<file path="src/rtl/cont_bcd_mod_n.sv">
// Multi-digit modulo-N up/down counter with parallel load, terminal count and wrap pulse.
// Each digit is a 4-bit field; digit 0 sits in the low nibble.
module cont_bcd_mod_n #(
  parameter int DIGITS = 2,
  parameter int MODULO = 10
) (
  input  logic                  clk,
  input  logic                  rst,
  input  logic                  en,
  input  logic                  up,
  input  logic                  load,
  input  logic [4*DIGITS-1:0]   load_val,
  output logic [4*DIGITS-1:0]   q,
  output logic                  tc,
  output logic                  wrap,
  output logic                  load_err
);

  localparam logic [3:0] DMAX = 4'(MODULO - 1);
  localparam logic [4:0] DMOD = 5'(MODULO);

  logic [4*DIGITS-1:0] q_r;
  logic [4*DIGITS-1:0] q_next;
  logic [4*DIGITS-1:0] ld_q;
  logic [DIGITS-1:0]   step_up;
  logic [DIGITS-1:0]   step_dn;
  logic [DIGITS-1:0]   ld_bad;
  logic                run_max;
  logic                run_zero;
  logic                all_max;
  logic                all_zero;
  logic                wrap_r;
  logic                load_err_r;

  // Ripple carry/borrow: a digit steps when every lower digit sits at its rollover value.
  always_comb begin
    run_max  = 1'b1;
    run_zero = 1'b1;
    step_up  = '0;
    step_dn  = '0;
    for (int i = 0; i < DIGITS; i++) begin
      step_up[i] = run_max;
      step_dn[i] = run_zero;
      run_max    = run_max  & (q_r[4*i +: 4] == DMAX);
      run_zero   = run_zero & (q_r[4*i +: 4] == 4'd0);
    end
    all_max  = run_max;
    all_zero = run_zero;
  end

  // Out-of-range digits are treated as just past the top: up goes to 0, down goes to MODULO-1.
  always_comb begin
    q_next = q_r;
    for (int i = 0; i < DIGITS; i++) begin
      if (en) begin
        if (up && step_up[i]) begin
          q_next[4*i +: 4] = (q_r[4*i +: 4] >= DMAX) ? 4'd0 : q_r[4*i +: 4] + 4'd1;
        end else if (!up && step_dn[i]) begin
          q_next[4*i +: 4] = ((q_r[4*i +: 4] == 4'd0) || (q_r[4*i +: 4] > DMAX)) ?
                             DMAX : q_r[4*i +: 4] - 4'd1;
        end
      end
    end
  end

  always_comb begin
    ld_q   = '0;
    ld_bad = '0;
    for (int i = 0; i < DIGITS; i++) begin
      if ({1'b0, load_val[4*i +: 4]} < DMOD) begin
        ld_q[4*i +: 4] = load_val[4*i +: 4];
      end else begin
        ld_bad[i] = 1'b1;
      end
    end
  end

  assign tc = en & ~load & (up ? all_max : all_zero);

  // tc already excludes load, so it doubles as the wrap-about-to-happen condition.
  always_ff @(posedge clk) begin
    if (rst) begin
      q_r        <= '0;
      wrap_r     <= 1'b0;
      load_err_r <= 1'b0;
    end else if (load) begin
      q_r        <= ld_q;
      wrap_r     <= 1'b0;
      load_err_r <= |ld_bad;
    end else begin
      q_r        <= q_next;
      wrap_r     <= tc;
    end
  end

  assign q        = q_r;
  assign wrap     = wrap_r;
  assign load_err = load_err_r;

endmodule

</file>
<file path="config.mk">
export PLATFORM = sky130hd
export DESIGN_NAME = cont_bcd_mod_n
export DESIGN_NICKNAME = d
export VERILOG_FILES = /design/src/rtl/cont_bcd_mod_n.sv
export SDC_FILE = /design/constraint.sdc
export NUM_CORES = 1
export LEC_CHECK = 0
export BUFFER_PORTS_ARGS = -buffer_cell sky130_fd_sc_hd__buf_4
export CAP_MARGIN = 40
export CORE_MARGIN = 2
export CORE_UTILIZATION = 45
export CTS_CLUSTER_DIAMETER = 60
export DETAILED_ROUTE_END_ITERATION = 10
export PLACE_DENSITY = 0.72
export SLEW_MARGIN = 0
export SYNTH_ARGS = -nofsm -noshare
export SYNTH_HDL_FRONTEND = slang
export SYNTH_SLANG_ARGS = --single-unit
</file>
<file path="constraint.sdc">
create_clock -name clk -period 1.6 [get_ports clk]
set_input_delay 0.16 -clock clk [delete_from_list [all_inputs] [get_ports clk]]
set_output_delay 0.16 -clock clk [all_outputs]
set_load 0.005 [all_outputs]
</file>
# After elaboration in Yosys (flattened, before gate mapping)
# Index checks and enable logic that the tools add are counted.
dict set report totals {
  regBits 10
  inputBits 13
}
dict set report classes {
  n_addsub 4
  n_lt_le_gt_ge 6
  eq_ne 2
  mux 15
  n_bitwise 5
  n_reduce_logical 12
}
# cell n
set op_table {}
lappend op_table {{$mux W4} 11}
lappend op_table {{$add A4 B1 Y4 const B} 2}
lappend op_table {{$eq A4 B4 Y1 const B} 2}
lappend op_table {{$ge A4 B4 Y1 const B} 2}
lappend op_table {{$gt A4 B4 Y1 const B} 2}
lappend op_table {{$logic_not A4 Y1} 2}
lappend op_table {{$lt A4 B4 Y1 const B} 2}
lappend op_table {{$mux W8} 1}
lappend op_table {{$sub A4 B1 Y4 const B} 2}
lappend op_table {{$and A1 B1 Y1} 4}
lappend op_table {{$reduce_or A2 Y1} 2}
lappend op_table {{$mux W1} 3}
lappend op_table {{$reduce_bool A3 Y1} 1}
lappend op_table {{$logic_and A1 B1 Y1} 2}
lappend op_table {{$logic_or A1 B1 Y1} 2}
lappend op_table {{$reduce_and A2 Y1} 1}
lappend op_table {{$reduce_bool A2 Y1} 1}
lappend op_table {{$logic_not A1 Y1} 1}
lappend op_table {{$not A1 Y1} 1}

# Logic depth before layout (Yosys ltp)
# Gate-level depths: netlist of the first run.
dict set report depth {
  depth_word 7
  mapped_depth 8
  ltp_nobuf 7
}

# Least setup slack after synthesis of the first run
# Ideal clock, no wire load.
dict set report synth_path {
  path_kind {register to register}
  start {register q_r[1] (netlist: q[1])}
  end {register q_r[2] (netlist: q[2])}
  setup_ps 100
  arrival_ps 1640
  required_ps 1500
  path_slack_ps -139
  path_stages_with_launch 8
  n_path_buf 0
  period_less_slack_ps 1739
  cell_sequence {dfxtp_1 -> inv_1 -> ha_1 -> nor3b_4 -> nand2b_1 -> a31oi_1 -> o22a_1 -> a2111oi_4}
}
dict set report synth_between {
  elab_chain_cells 6
  elab_cells_between_ends 11
  classes_between {add/sub: 2; order compare: 2; mux: 5; reduce/logical: 2}
}
# element line_no
set synth_lines {}
lappend synth_lines {{start, declared} 22} ;# logic [4*DIGITS-1:0] q_r;
lappend synth_lines {{start signal, assigned} 87} ;# q_r <= ld_q;
lappend synth_lines {{start signal, assigned} 91} ;# q_r <= q_next;
lappend synth_lines {{$gt A4 B4 Y1 / $logic_not A4 Y1 (equally long branches)} 59} ;# q_next[4*i +: 4] = ((q_r[4*i +: 4] == 4'd0) || (q_r[4*i +: 4] > DMAX)) ?
lappend synth_lines {{$logic_or A1 B1 Y1} 59}
lappend synth_lines {{$mux W4} 59}
lappend synth_lines {{$mux W4 *} 56} ;# if (up && step_up[i]) begin
lappend synth_lines {{$mux W4 *} 55} ;# if (en) begin
lappend synth_lines {{$mux W8 *} 86} ;# end else if (load) begin
# Every way passes the cells marked *; elsewhere a longest branch is shown, timed or not. The select of a mux whose other input is x is not followed.
# A chain may end at the register's enable or synchronous reset.

# Worst setup path after layout of the first run
dict set report layout_path {
  start {register q_r[1] (netlist: q[1])}
  end {output tc}
}
dict set report layout_between {
  elab_chain_cells 4
  elab_cells_between_ends 6
  classes_between {eq/ne: 1; mux: 1; bitwise: 3; reduce/logical: 1}
}
# element line_no
set layout_lines {}
lappend layout_lines {{$eq A4 B4 Y1 / $logic_not A4 Y1 (equally long branches)} {44, 45}}
lappend layout_lines {{$and A1 B1 Y1 (on tied branches)} {44, 45}}
lappend layout_lines {{$mux W1 *} 78} ;# assign tc = en & ~load & (up ? all_max : all_zero);
lappend layout_lines {{$and A1 B1 Y1 *} 78}
lappend layout_lines {{end, declared} 14} ;# output logic tc,
# Every way passes the cells marked *; elsewhere a longest branch is shown, timed or not.

==> summary.md, run 1 <==
| Metric | Value |
|---|---|
| RSZ-0062 raised after global routing | `yes` |
| Layout cell share with drive strength beyond 1 | `0.4417` |
| Yosys reg bits | `10` |
| Area delta synth->final | `48.64%` |
| Post-DP HPWL | `2027 um` |
| Dpl ws | `-0.05819 ns` |
| Via Count | `~1100` |
| Initial Util | `0.4844` |
| Gpl congestion | `0.8958` |
| Routed wl met3 | `243 um` |
| Core area | `~2000 um^2` |
| # H-tree levels | `1` |
| Startpoint types | `register` |
| CTS Hold Bufs | `0` |
| Worst endpoint required time | `approximately 1.4 ns` |
| TritonCTS clock tree | `done` |
| IO Count | `24` |
| Crit path kind | `reg2out` |
| Ys flop type | `dfxtp_1` |
| Largest net degree at the start of global routing | `15` |
| Final Setup Violations | `3` |
| Clock Tree Root | `clkbuf_4` |
| Final clock skew | `0.003643 ns` |
| Crit end category | `output port` |
| Routed met2 length | `1199 um` |
| Post-synth top area cell | `dfxtp_1` |
| Worst Setup Slack, final | `-0.05409 ns` |
| GRT Overall Usage | `0.2224` |
| Row cnt | `16` |
| Routed WL | `roughly 2700 um` |
| Post-synth top area share | `0.2065` |
| Worst-skew pair later-pin latency | `0.27 ns` |
| Fin util | `0.7200` |
| Area of the mapped netlist | `969.7 um^2` |
| DR pass1 iterations | `4` |
| Register area share after synthesis | `0.2065` |
| Fill cells | `155` |
| Overall power | `between 800 and 900 uW` |
| Slew headroom | `0.7751` |
| Max IR drop VDD | `around 0.0005 V` |
| Routed Antenna Nets | `0` |
| First-pass GRT wire length | `4347 um` |
| Critical path peak fanout | `5` |
| Ys Warns | `0` |
| Routed length on met1 | `1263 um` |
| Final Max Tran Viols | `0` |
| Max Fclk | `604.6 MHz` |
| Netlist cell types | `44` |
| Mapped Nets | `148` |
| PD cells | `around 600 nW/um^2` |
| Fin nets | `185` |
| Worst-Margin Slew | `0.3356 ns` |
| Hold Crit Class | `in2reg` |
| Max-Cap Viols | `0` |
| Die W | `slightly above 50 um` |
| TNS Setup | `-0.09497 ns` |
| WL/cell | `approximately 14 um` |
| Post-layout min period | `~1.7 ns` |
| Iter 0 DRT Violations | `31` |
| Fraction of registers with async set/reset | `0` |
| IO buf count | `23` |
| Total grt overflow | `0` |
| TritonCTS buffer count | `3` |
| Full die area | `~2500 um^2` |
| Post-synth EDFFs | `0` |
| Top Layer Used | `met4` |
| WP data arrival | `1.49 ns` |
| Synth top area cells | `dfxtp_1 21%, ha_1 10%, nand2_1 5.8%, o21ai_0 5.2%, a31oi_1 4.5%` |
| Clock transition at path regs | `roughly 0.080 ns` |
| Fin. Hold Viols | `0` |
| Fin crit share | `1.034` |
| Failing checks | `negative setup slack` |
| Initial antenna violation count | `0` |
| Diode count | `0` |
| Vias in the first global route | `908` |
| Syn Inst Count | `127` |
| Drc violations | `0` |
| Sink Count | `10` |
| Static Leak | `roughly 0.0006 uW` |
| Clock Path Buffers | `2` |
| Status | `finished with violations` |
| Routed vias/inst | `around 5.8` |
| Chip Height | `50.42 um` |
| Syn Area/Cell | `between 7 and 8 um^2` |
## flip-flops by register name (all words and copies together), names as in the netlist
name	count
wrap	1
load_err	1
q	8
## through the flow
step           hold slack, ns  instance area (um^2)  cells
2_1_floorplan          0.2929                  1015    127
3_3_place_gp           0.4416                  1281    183
3_5_place_dp           0.4435                  1281    183
4_1_cts                0.1555                  1354    188
5_1_grt                0.1574                  1441    190
6_report               0.1506                  1441    190
## metal layers
metal | GRT usage | up-vias
met4 | 0.04054 | 0
met3 | 0.03571 | 2
li1 | - | 547
met2 | 0.3202 | 59
met1 | 0.3468 | 489
met5 | 0 | -
## critical path: stages, from the launching register on
cell and delay [ns]:
dfxtp_4 0.36, inv_6 0.08, ha_4 0.16, and4b_2 0.27, nand3_2 0.07, a21oi_2 0.14
buf_4 0.13
## cell type report
| cell class | instances | area [um^2] | share of cell area |
|---|---|---|---|
| timing repair buffer | 39 | 296.5 | 0.2057 |
| tap | 27 | 33.78 | 0.02344 |
| sequential | 10 | 211.5 | 0.1467 |
| clock buffer | 4 | 26.28 | 0.01823 |
| multi-input combinational | 102 | 833.3 | 0.5781 |
| inverter | 8 | 40.04 | 0.02778 |
## power breakdown
part | leakage, uW | switching, uW | internal, uW
logic | 0.000489 | 182 | 194
registers | 0.0000846 | 22.7 | 265
clock network | 0.0000150 | 104 | 96.5
## kinds of logic (layout without fill, tap and decap cells)
kind of cell,after synthesis,after routing,share of synthesized area
fa+ha+maj,8,8,0.1032
xor+xnor,1,1,0.009034
compound gates,41,41,0.3032
flops,10,10,0.2064
mux,1,1,0.01032
buf+inv,15,51,0.06967
simple gates,51,51,0.2981
## timing repair
action / in CTS / in global routing
endpoints found under the hold margin: 0 / 0
pin swaps: 8 / 13
resized for setup: 12 / 17
endpoints found under the setup margin: 7 / 8
buffers inserted: 1 / 2
## Yosys cell counts (2+ instances only)
cell / instances
nand2_1: 15
a21oi_1: 7
nand2b_1: 2
a31oi_1: 7
nor2b_1: 3
a311oi_1: 4
o21ai_0: 10
inv_1: 8
clkbuf_1: 2
nor2_1: 8
o21bai_1: 2
dfxtp_1: 10
or4_1: 2
and4b_1: 2
nor3_1: 4
nand3_1: 5
buf_2: 2
ha_1: 8
## final timing paths
kind                    to  slack (ns)  depth (start not counted)      from
setup reg to reg      q[4]       -0.03                          7      q[5]
setup / recovery        tc       -0.05                          6      q[1]
hold reg to reg   load_err        0.51                          2  load_err
hold / removal        q[5]        0.15                          2       rst
## placed cells by master, fill, tap and decap left out, types with 4 or more instances in the layout
master / instances
nand2_1: 15
a31oi_1: 6
a21oi_1: 5
nor3_1: 4
inv_1: 4
buf_4: 38
o21ai_0: 6
ha_4: 5
dfxtp_1: 5
nor2_1: 8
Note: power is estimated with default switching activity, not from simulation.
==> run 2, diff against run 1 <==
PLACE_DENSITY = unset   (was 0.72)
PLACE_DENSITY_LB_ADDON = 0.25   (was unset)
==> run 2 against run 1 <==
The flow still finishes with violations (negative setup slack). Total power up 5.8%. Highest routed layer unchanged. Critical endpoint unchanged. Non-clock buffer count rose by 10. Clock power shrank 3%. Final cell count grew 5.3%.
==> summary.md, run 2 (same netlist as run 1, synthesis figures left out) <==
| Metric | Value |
|---|---|
| IO Count | `24 (unchanged)` |
| Max IR drop VDD | `0.0005033 V (-0.29%)` |
| RSZ-0062 raised after global routing | `yes` |
| Clock Tree Root | `clkbuf_4` |
| Combinational share of power | `0.467 (+0.032)` |
| Sink Count | `10 (unchanged)` |
| Worst-skew pair later-pin latency | `0.27 ns (about the same)` |
| Final Max Tran Viols | `0 (unchanged)` |
| Routed Antenna Nets | `0 (unchanged)` |
| Crit end category | `output port` |
| # H-tree levels | `1 (unchanged)` |
| Startpoint types | `register` |
| Overall power | `914.2 uW (+5.8%)` |
| Failing checks | `negative setup slack` |
| Total grt overflow | `0 (unchanged)` |
| Most frequent cells in the layout | `47 x buf_4, 15 x nand2_1, 8 x nor2_1` |
| Row cnt | `16 (unchanged)` |
| Status | `finished with violations` |
| TritonCTS buffer count | `3 (unchanged)` |
| Drc violations | `0 (unchanged)` |
| Via Count | `1229 (+12%)` |
| Clock network fraction of design power | `0.213 (-0.019)` |
| Final clock skew | `0.001798 ns (-0.001845 ns)` |
| WL/cell | `16.99 um (+19%)` |
| Vias in the first global route | `1139 (+25%)` |
| TritonCTS clock tree | `done` |
| TNS Setup | `-0.1765 ns (-0.08152 ns)` |
| Switch Pwr | `329.1 uW (+6.7%)` |
| Sw frac | `0.3600 (+0.002884)` |
| Fill cells | `156 (+0.65%)` |
| Clock transition at path regs | `0.07 ns (about the same)` |
| Post-DP HPWL | `2231 um (+10%)` |
| Worst Setup Slack, final | `-0.1070 ns (-0.05287 ns)` |
| PD cells | `601.9 nW/um^2 (+0.40%)` |
| Initial antenna violation count | `0 (unchanged)` |
| Chip Height | `50.42 um (unchanged)` |
| DR pass1 iterations | `4 (unchanged)` |
| WP data arrival | `1.55 ns (+0.06 ns)` |
| Fin crit share | `1.067 (+0.03305)` |
| Slew headroom | `0.7638 (-0.01125)` |
| Post-Place Cells | `186 (+1.6%)` |
| IO buf count | `23 (unchanged)` |
| Area delta synth->final | `56.65%` |
| Largest net degree at the start of global routing | `15 (unchanged)` |
| Max-Cap Viols | `0 (unchanged)` |
| Routed WL | `3397 um (+25%)` |
| Hold Crit Class | `in2reg` |
| Layout cell share with drive strength beyond 1 | `0.4855 (+0.04383)` |
| R2R Setup Slk | `-0.05 ns (-0.02 ns)` |
| Max reg flops | `8 (unchanged)` |
| Fin. Hold Viols | `0 (unchanged)` |
| Crit path kind | `reg2out` |
| Critical path peak fanout | `4 (-1)` |
| Core area | `2002 um^2 (unchanged)` |
| Dpl ws | `-0.08480 ns (-0.02662 ns)` |
| Post-layout min period | `1.707 ns (+0.05287 ns)` |
| Commonest non-fill, non-tap cell in the layout | `buf_4` |
| Iter 0 DRT Violations | `36 (+16%)` |
| Hold Worst Slack | `0.1582 ns (+0.007639 ns)` |
| Flop pwr share | `0.320 (-0.013)` |
| Static Leak | `0.0006439 uW (+9.5%)` |
| Diode count | `0 (unchanged)` |
| Gpl congestion | `0.9137 (+2.0%)` |
| Initial Util | `0.4844 (unchanged)` |
| Fin nets | `195 (+5.4%)` |
| Worst endpoint required time | `1.44 ns (about the same)` |
| Max Fclk | `585.8 MHz (-3.1%)` |
| Routed vias/inst | `6.145 (+6.4%)` |
| GRT Overall Usage | `0.2670 (+0.04468)` |
| Worst-Margin Slew | `0.3515 ns (+0.01594 ns)` |
| Clock Path Buffers | `2 (unchanged)` |
| Final Setup Violations | `4 (+1)` |
| Full die area | `2542 um^2 (unchanged)` |
| Final Non-Filler Cells | `200 (+5.3%)` |
| First-pass GRT wire length | `5209 um (+20%)` |
| P_int | `585.1 uW (+5.3%)` |
| Die W | `50.42 um (unchanged)` |
## run 2: changes by cell type in the layout (fill, tap and decap cells not counted), sizes merged
cell / delta
buf: +10
## run 2: area by class of cell
| class | instances | area, um^2 | share of cell area |
|---|---|---|---|
| Clock buffer | 4 | 26.28 | 0.01730 |
| Inverter | 8 | 40.04 | 0.02636 |
| Multi-Input combinational cell | 102 | 824.5 | 0.5428 |
| Sequential cell | 10 | 219.0 | 0.1442 |
| Tap cell | 27 | 33.78 | 0.02224 |
| Timing Repair Buffer | 49 | 375.4 | 0.2471 |
## run 2: path summary, 6_finish.rpt
| check | start | endpoint | cells past startpoint |
|---|---|---|---|
| setup / recovery | q[0] | tc | 6 |
| hold / removal | rst | q[5] | 2 |
| setup reg to reg | q[1] | q[5] | 7 |
| hold reg to reg | load_err | load_err | 2 |
## run 2: power groups by stage
stage	Clock (uW)	Sequential, uW	Combinational [uW]
6_report	195	293	427
5_1_grt	212	295	461
4_1_cts	198	289	372
3_5_place_dp	0	292	332
3_3_place_gp	0	291	324
2_1_floorplan	0	291	200
## run 2: per-stage QoR
stage / instance area (um^2) / utilization
2_1_floorplan: 1015 / -
3_3_place_gp: 1304 / 0.6513
3_5_place_dp: 1304 / 0.6513
4_1_cts: 1439 / 0.7188
5_1_grt: 1519 / 0.7588
6_report: 1519 / 0.7588
## run 2: layer usage
metal,global-route usage,up-vias,wire length (um)
met1,0.3499,579,1419
li1,-,568,-
met5,0,-,0
met4,0.08108,0,77
met2,0.4386,70,1634
met3,0.05655,12,265
## run 2: what timing repair did
| action | in CTS | in global routing |
|---|---|---|
| resized for setup | 21 | 16 |
| setup buffers | 5 | 5 |
| pin swaps | 10 | 17 |
| setup endpoints to repair | 7 | 8 |
| hold buffers | 0 | 0 |
## run 2: critical path, stage by stage, from the launching register on
cell and delay [ns]:
dfxtp_4 0.38, inv_6 0.08, ha_4 0.14, nor3b_4 0.23, nand4_1 0.15, a21oi_2 0.17
buf_4 0.13
